## src/rtl/fb_writer_if.sv

```systemverilog
`default_nettype none
// fb_writer_if: window control, pixel stream, RAM write port and status of fb_writer.
// Rev 1.0
interface fb_writer_if #(
  parameter int ADDR_W = 18,
  parameter int DATA_W = 8
);
  logic              start;
  logic [ADDR_W-1:0] base_addr;
  logic [9:0]        win_w;
  logic [9:0]        win_h;
  logic [DATA_W-1:0] s_data;
  logic              s_valid;
  logic              s_last;
  logic              s_ready;
  logic [ADDR_W-1:0] wraddress;
  logic [DATA_W-1:0] data;
  logic              wren;
  logic              busy;
  logic              done;
  logic              err;

  modport master (
    output start, base_addr, win_w, win_h, s_data, s_valid, s_last,
    input  s_ready, wraddress, data, wren, busy, done, err
  );

  modport slave (
    input  start, base_addr, win_w, win_h, s_data, s_valid, s_last,
    output s_ready, wraddress, data, wren, busy, done, err
  );
endinterface
`default_nettype wire

```

## src/rtl/fb_writer.sv

```systemverilog
`default_nettype none
// fb_writer: writes a valid/ready pixel stream in raster order into a window of the framebuffer RAM.
// Rev 1.0
module fb_writer #(
  parameter int IMG_W  = 512,
  parameter int IMG_H  = 512,
  parameter int ADDR_W = 18,
  parameter int DATA_W = 8
) (
  input  logic        clk,
  input  logic        reset,
  fb_writer_if.slave  bus
);

  localparam logic [1:0] S_IDLE  = 2'd0;
  localparam logic [1:0] S_RUN   = 2'd1;
  localparam logic [1:0] S_FLUSH = 2'd2;
  localparam logic [1:0] S_DONE  = 2'd3;

  localparam logic [10:0]       c_img_w    = 11'(IMG_W);
  localparam logic [10:0]       c_img_h    = 11'(IMG_H);
  localparam logic [ADDR_W-1:0] c_row_step = ADDR_W'(IMG_W);

  logic [1:0]        r_state;
  logic [1:0]        w_next;
  logic [9:0]        r_win_w;
  logic [9:0]        r_win_h;
  logic [9:0]        r_col;
  logic [9:0]        r_row;
  logic [ADDR_W-1:0] r_row_base;
  logic [ADDR_W-1:0] r_wraddress;
  logic [DATA_W-1:0] r_data;
  logic              r_wren;
  logic              r_err;

  logic w_s_ready;
  logic w_busy;
  logic w_done;
  logic w_accept;
  logic w_last_col;
  logic w_final;
  logic w_zero;
  logic w_oversize;

  assign w_zero     = (bus.win_w == 10'd0) || (bus.win_h == 10'd0);
  assign w_oversize = ({1'b0, bus.win_w} > c_img_w) || ({1'b0, bus.win_h} > c_img_h);
  assign w_accept   = bus.s_valid && w_s_ready;
  assign w_last_col = (r_col == r_win_w - 10'd1);
  assign w_final    = w_last_col && (r_row == r_win_h - 10'd1);

  always_ff @(posedge clk or negedge reset) begin
    if (!reset) begin
      r_state <= S_IDLE;
    end else begin
      r_state <= w_next;
    end
  end

  always_comb begin
    w_next = r_state;
    case (r_state)
      S_IDLE: begin
        if (bus.start) begin
          w_next = (w_zero || w_oversize) ? S_DONE : S_RUN;
        end
      end
      S_RUN: begin
        // An early s_last aborts the window after its own beat is written.
        if (w_accept && (w_final || bus.s_last)) begin
          w_next = S_FLUSH;
        end
      end
      S_FLUSH: w_next = S_DONE;
      S_DONE:  w_next = S_IDLE;
      default: w_next = S_IDLE;
    endcase
  end

  always_comb begin
    w_s_ready = 1'b0;
    w_busy    = 1'b0;
    w_done    = 1'b0;
    case (r_state)
      S_RUN: begin
        w_s_ready = 1'b1;
        w_busy    = 1'b1;
      end
      S_DONE:  w_done = 1'b1;
      default: ;
    endcase
  end

  always_ff @(posedge clk or negedge reset) begin
    if (!reset) begin
      r_win_w     <= '0;
      r_win_h     <= '0;
      r_col       <= '0;
      r_row       <= '0;
      r_row_base  <= '0;
      r_wraddress <= '0;
      r_data      <= '0;
      r_wren      <= 1'b0;
      r_err       <= 1'b0;
    end else begin
      r_wren <= 1'b0;
      if (r_state == S_IDLE && bus.start) begin
        r_win_w    <= bus.win_w;
        r_win_h    <= bus.win_h;
        r_col      <= '0;
        r_row      <= '0;
        r_row_base <= bus.base_addr;
        r_err      <= w_oversize && !w_zero;
      end else if (w_accept) begin
        r_wren      <= 1'b1;
        r_data      <= bus.s_data;
        r_wraddress <= r_row_base + ADDR_W'(r_col);
        if (w_last_col) begin
          r_col      <= '0;
          r_row      <= r_row + 10'd1;
          r_row_base <= r_row_base + c_row_step;
        end else begin
          r_col <= r_col + 10'd1;
        end
        if (bus.s_last && !w_final) begin
          r_err <= 1'b1;
        end
      end
    end
  end

  assign bus.s_ready   = w_s_ready;
  assign bus.busy      = w_busy;
  assign bus.done      = w_done;
  assign bus.wraddress = r_wraddress;
  assign bus.data      = r_data;
  assign bus.wren      = r_wren;
  assign bus.err       = r_err;

endmodule
`default_nettype wire

```

## src/flat_wrapper.sv

```systemverilog
// flat-port wrapper written by rule: the top's interface ports become plain ports
module fb_writer_flat 
#(
  parameter int IMG_W  = 512,
  parameter int IMG_H  = 512,
  parameter int ADDR_W = 18,
  parameter int DATA_W = 8
)
  (clk, reset, bus_start, bus_base_addr, bus_win_w, bus_win_h, bus_s_data, bus_s_valid, bus_s_last, bus_s_ready, bus_wraddress, bus_data, bus_wren, bus_busy, bus_done, bus_err);
  fb_writer_if #(.ADDR_W(ADDR_W), .DATA_W(DATA_W)) bus_i ();
  input  logic clk;
  input  logic reset;
  input wire logic [$bits(bus_i.start)-1:0] bus_start;
  input wire logic [$bits(bus_i.base_addr)-1:0] bus_base_addr;
  input wire logic [$bits(bus_i.win_w)-1:0] bus_win_w;
  input wire logic [$bits(bus_i.win_h)-1:0] bus_win_h;
  input wire logic [$bits(bus_i.s_data)-1:0] bus_s_data;
  input wire logic [$bits(bus_i.s_valid)-1:0] bus_s_valid;
  input wire logic [$bits(bus_i.s_last)-1:0] bus_s_last;
  output wire logic [$bits(bus_i.s_ready)-1:0] bus_s_ready;
  output wire logic [$bits(bus_i.wraddress)-1:0] bus_wraddress;
  output wire logic [$bits(bus_i.data)-1:0] bus_data;
  output wire logic [$bits(bus_i.wren)-1:0] bus_wren;
  output wire logic [$bits(bus_i.busy)-1:0] bus_busy;
  output wire logic [$bits(bus_i.done)-1:0] bus_done;
  output wire logic [$bits(bus_i.err)-1:0] bus_err;
  assign bus_i.start = bus_start;
  assign bus_i.base_addr = bus_base_addr;
  assign bus_i.win_w = bus_win_w;
  assign bus_i.win_h = bus_win_h;
  assign bus_i.s_data = bus_s_data;
  assign bus_i.s_valid = bus_s_valid;
  assign bus_i.s_last = bus_s_last;
  assign bus_s_ready = bus_i.s_ready;
  assign bus_wraddress = bus_i.wraddress;
  assign bus_data = bus_i.data;
  assign bus_wren = bus_i.wren;
  assign bus_busy = bus_i.busy;
  assign bus_done = bus_i.done;
  assign bus_err = bus_i.err;
  fb_writer #(.IMG_W(IMG_W), .IMG_H(IMG_H), .ADDR_W(ADDR_W), .DATA_W(DATA_W)) u_core (.clk(clk), .reset(reset), .bus(bus_i));
endmodule
```

## config.mk

```make
export PLATFORM = sky130hd
export DESIGN_NAME = fb_writer_flat
export DESIGN_NICKNAME = d
export VERILOG_FILES = /design/src/rtl/fb_writer_if.sv /design/src/rtl/fb_writer.sv /design/src/flat_wrapper.sv
export SDC_FILE = /design/constraint.sdc
export NUM_CORES = 1
export LEC_CHECK = 0
export ABC_CLOCK_PERIOD_IN_PS = 3550
export BUFFER_PORTS_ARGS = -buffer_cell sky130_fd_sc_hd__buf_2
export CAP_MARGIN = 20
export CORE_AREA = 2 2 100 112
export DETAILED_ROUTE_END_ITERATION = 8
export DIE_AREA = 0 0 102 114
export MAX_ROUTING_LAYER = met4
export PLACE_DENSITY_LB_ADDON = 0.12
export SETUP_SLACK_MARGIN = 0.5
export SLEW_MARGIN = 0
export SYNTH_ARGS = -nofsm -noshare
export SYNTH_HDL_FRONTEND = slang
export SYNTH_SLANG_ARGS = --single-unit
```

## constraint.sdc

```tcl
create_clock -name clk -period 3.55 [get_ports clk]
set_input_delay 1.065 -clock clk [delete_from_list [all_inputs] [get_ports clk]]
set_output_delay 1.065 -clock clk [all_outputs]
set_load 0.005 [all_outputs]
```

==> summary.md <==
| Metric | Value |
|---|---|
| Worst skew pair latency | 0.35 ns |
| Gr busiest metal | met2 |
| Post-synth net total | 677 |
| Max Freq | 0.355 GHz |
| Worst-path maximum fanout | 17 |
| Status | completed |
| CP Capture Type | flop |
| Hpwl dp | 8.86 mm |
| Clock Skew | 0.00593 ns |
| TritonCTS Sinks | 88 |
| Crit-path cells | nor3_2, nand2_1, nor3_1, nand3_1, a211oi_4, a21oi_1, a211o_1 |
| Crit path DAT | 3.04 ns |
| Post-synth top flop | dfrtp_1 |
| Root buf cell | clkbuf_16 |
| Area of the multi-input gates | 2960 um2 |
| Synth top area share | 41.2% |
| Worst Setup Start Kind | flop |
| Initial cell density of the core | 50.4% |
| Setup violators final | 0 |
| Area Overhead vs Synth | 16.3% |
| Syn avg cell area | 8.84 um2 |
| Gate count of the mapped netlist | 605 |
| Met1 Use GR | 29.7% |
| CTS buffer count | 9 |
| CTS tree | done |
| Largest net degree at the start of global routing | 82 |
| Asr flop ratio synth | 100% |
| Final period util | 79.3% |
| Cts-stage hold buffer count | 0 |
| Worst R2R Setup Slack | 0.73 ns |
| Die Height | 114 um |
| Fin nets | 749 |
| FF-to-FF End | u_core.r_state[1] |
| Hold Crit Class | flop to flop |
| Fraction of layout instances using a drive strength above 1 | 18.3% |
| Filler instances | 998 |
| Pleak | 2.89 nW |
| Total Wirelength | 12.3 mm |
| Sequential area share after synthesis | 41.2% |
| Critical Setup Path Class | flop to flop |
| DRC viols | 0 |
| TNS Setup | 0 ns |
| Drt wl/cell | 14.8 um |
| Tmin final | 2.82 ns |
| Dominant cells by area after synthesis | dfrtp_1 41%, nand2_1 10%, ha_1 4.7% |
| Die area | 11600 um2 |
| Final Hold Viols | 0 |
| Pre-CTS WS | 0.631 ns |
| Slew @ Worst Pin | 0.682 ns |
| Setup ws final | 0.735 ns |
| MaxCap Viol Count | 0 |
| Post-synth EDFFs | 0 |
| Worst VDD drop | 0.337 mV |
| Syn Std Cell Area | 5350 um2 |
| Area leader, netlist | dfrtp_1 |
| Core ar. | 10600 um2 |
| H-tree levels | 3 |
| Crit path launch | u_core.r_win_w[2] |
| ANT nets after route | 0 |
| FP Rows | 40 |
| Synth top cells by count | 148 x nand2_1, 88 x dfrtp_1, 35 x o21ai_0, 27 x nor2_1, 22 x inv_1 |
| R2r startpoint | u_core.r_win_w[2] |
| CP required | 3.78 ns |
| Pre-Repair DR Iteration Count | 4 |
| R2r worst-path depth | 7 |
| Seq cells post-synth | 88 |
| Cell with the most instances after synthesis | nand2_1 |
| Distinct cells, synth | 71 |
| IO Count | 82 |
| Initial DRC count | 277 |
| I/O Buffers | 81 |
| Vias in the first global route | 4393 |
| Worst relative slew slack | 54.3% |
| GP Congestion | 0.905 |
| Power per cell area | 753 nW/um2 |
| Via count | 4594 |
| Hold path depth | 2 |
| Vias per cell | 5.53 |
| Max Slew Vio Count | 0 |
| Clock slew at reported path FFs | 0.06 ns |
| GRT Residual Overflow | 0 |
| Width of the die | 102 um |
| Worst path slowest cell | a211oi_4 |
| GRT met2 Usage | 36.9% |
| GRT Total Usage | 23.1% |
| CP endpoint | u_core.r_state[1] |
| Register area | 2200 um2 |
| First-pass GRT wire length | 20.8 mm |
| Clock Path Buffers | 2 |
| Synthesis warning total | 0 |
| Post-CTS Setup Repair Bufs | 0 |
| M3 GR Usage | 3.86% |
| Post_cts resized | 0 |
| Critical Path Max Stage Delay | 0.69 ns |
| RSZ-0062 raised after global routing | no |
| Initial antenna violation count | 1 |
[layer usage]
metal / routed length (um) / vias up
li1: - / 2279
met1: 5700 / 2179
met2: 5860 / 116
met3: 523 / 20
met4: 241 / 0
met5: 0 / -
[critical path, delay by kind of cell, from the launching register on]
family | cells | cell delay [ns]
AO/OA/AOI/OAI | 3 | 1.18
flip-flops | 1 | 0.45
AND/OR/NAND/NOR | 4 | 1.06
[per-stage QoR]
stage	instances	total power, mW	instance area, um2	utilization, %	hold WS (ns)
global placement	813	3.57	5860	55.3	0.452
finish	830	4.68	6220	58.6	0.466
global route	830	5.07	6220	58.6	0.500
CTS	829	4.71	6200	58.4	0.472
floorplan	605	3.08	5350	-	0.452
detailed placement	813	3.64	5860	55.3	0.457
[cells by family (layout without fill, tap and decap cells)]
kind of cell             Yosys count  after routing  synth area share (%)
AND/OR/NAND/NOR                  274            274                  25.2
AO/OA/AOI/OAI                    136            136                  18.2
flip-flops                        88             88                  41.2
buffers and inverters             46            123                  3.74
XOR/XNOR                          36             36                  5.90
adder cells (fa/ha/maj)           22             22                  5.24
multiplexers                       3              3                 0.562
other                              0              1                     0
[state kept, by name (all words and copies together) (netlist names), 2 cells and up]
signal / count
u_core.bus.data: 8
u_core.bus.wraddress: 18
u_core.r_col: 10
u_core.r_win_h: 10
u_core.r_win_w: 10
u_core.r_row_base: 18
u_core.r_state: 2
u_core.r_row: 10
[power breakdown]
group / leakage (nW) / internal, mW / switching (mW)
Clock: 0.165 / 0.654 / 0.397
Sequential: 1.11 / 1.37 / 0.372
Combinational: 1.62 / 0.796 / 1.09
[layout by cell type (no fill, tap or decap), types with 11 or more instances in the layout]
master / instances
buf_2: 80
a31oi_1: 11
ha_1: 20
xor2_1: 19
a21oi_1: 21
nand2_1: 148
inv_1: 22
nor3_1: 12
o31ai_1: 12
o21ai_0: 35
dfrtp_1: 88
nand3_1: 14
nor2_1: 27
xnor2_1: 17
[final cells by class]
class                   instances  area share, %
diodes                          1         0.0403
clock buffers                  11           4.07
clock inverters                 5           1.27
inverters                      22           1.33
multi-input cells             471           47.7
flip-flops and latches         88           35.4
well taps                     147           2.96
repair buffers                 85           7.25
[worst min-delay path by stage]
stage                                   end                     from  slack, ns
finish                   u_core.bus.data[6]       u_core.bus.data[6]       0.47
global route        u_core.bus.wraddress[9]  u_core.bus.wraddress[9]       0.50
CTS                      u_core.bus.data[6]       u_core.bus.data[6]       0.47
detailed placement       u_core.bus.data[6]       u_core.bus.data[6]       0.46
global placement         u_core.bus.data[1]       u_core.bus.data[1]       0.45
floorplan              u_core.r_row_base[0]     u_core.r_row_base[0]       0.45
No activity file was read; power rests on OpenSTA's default activity.
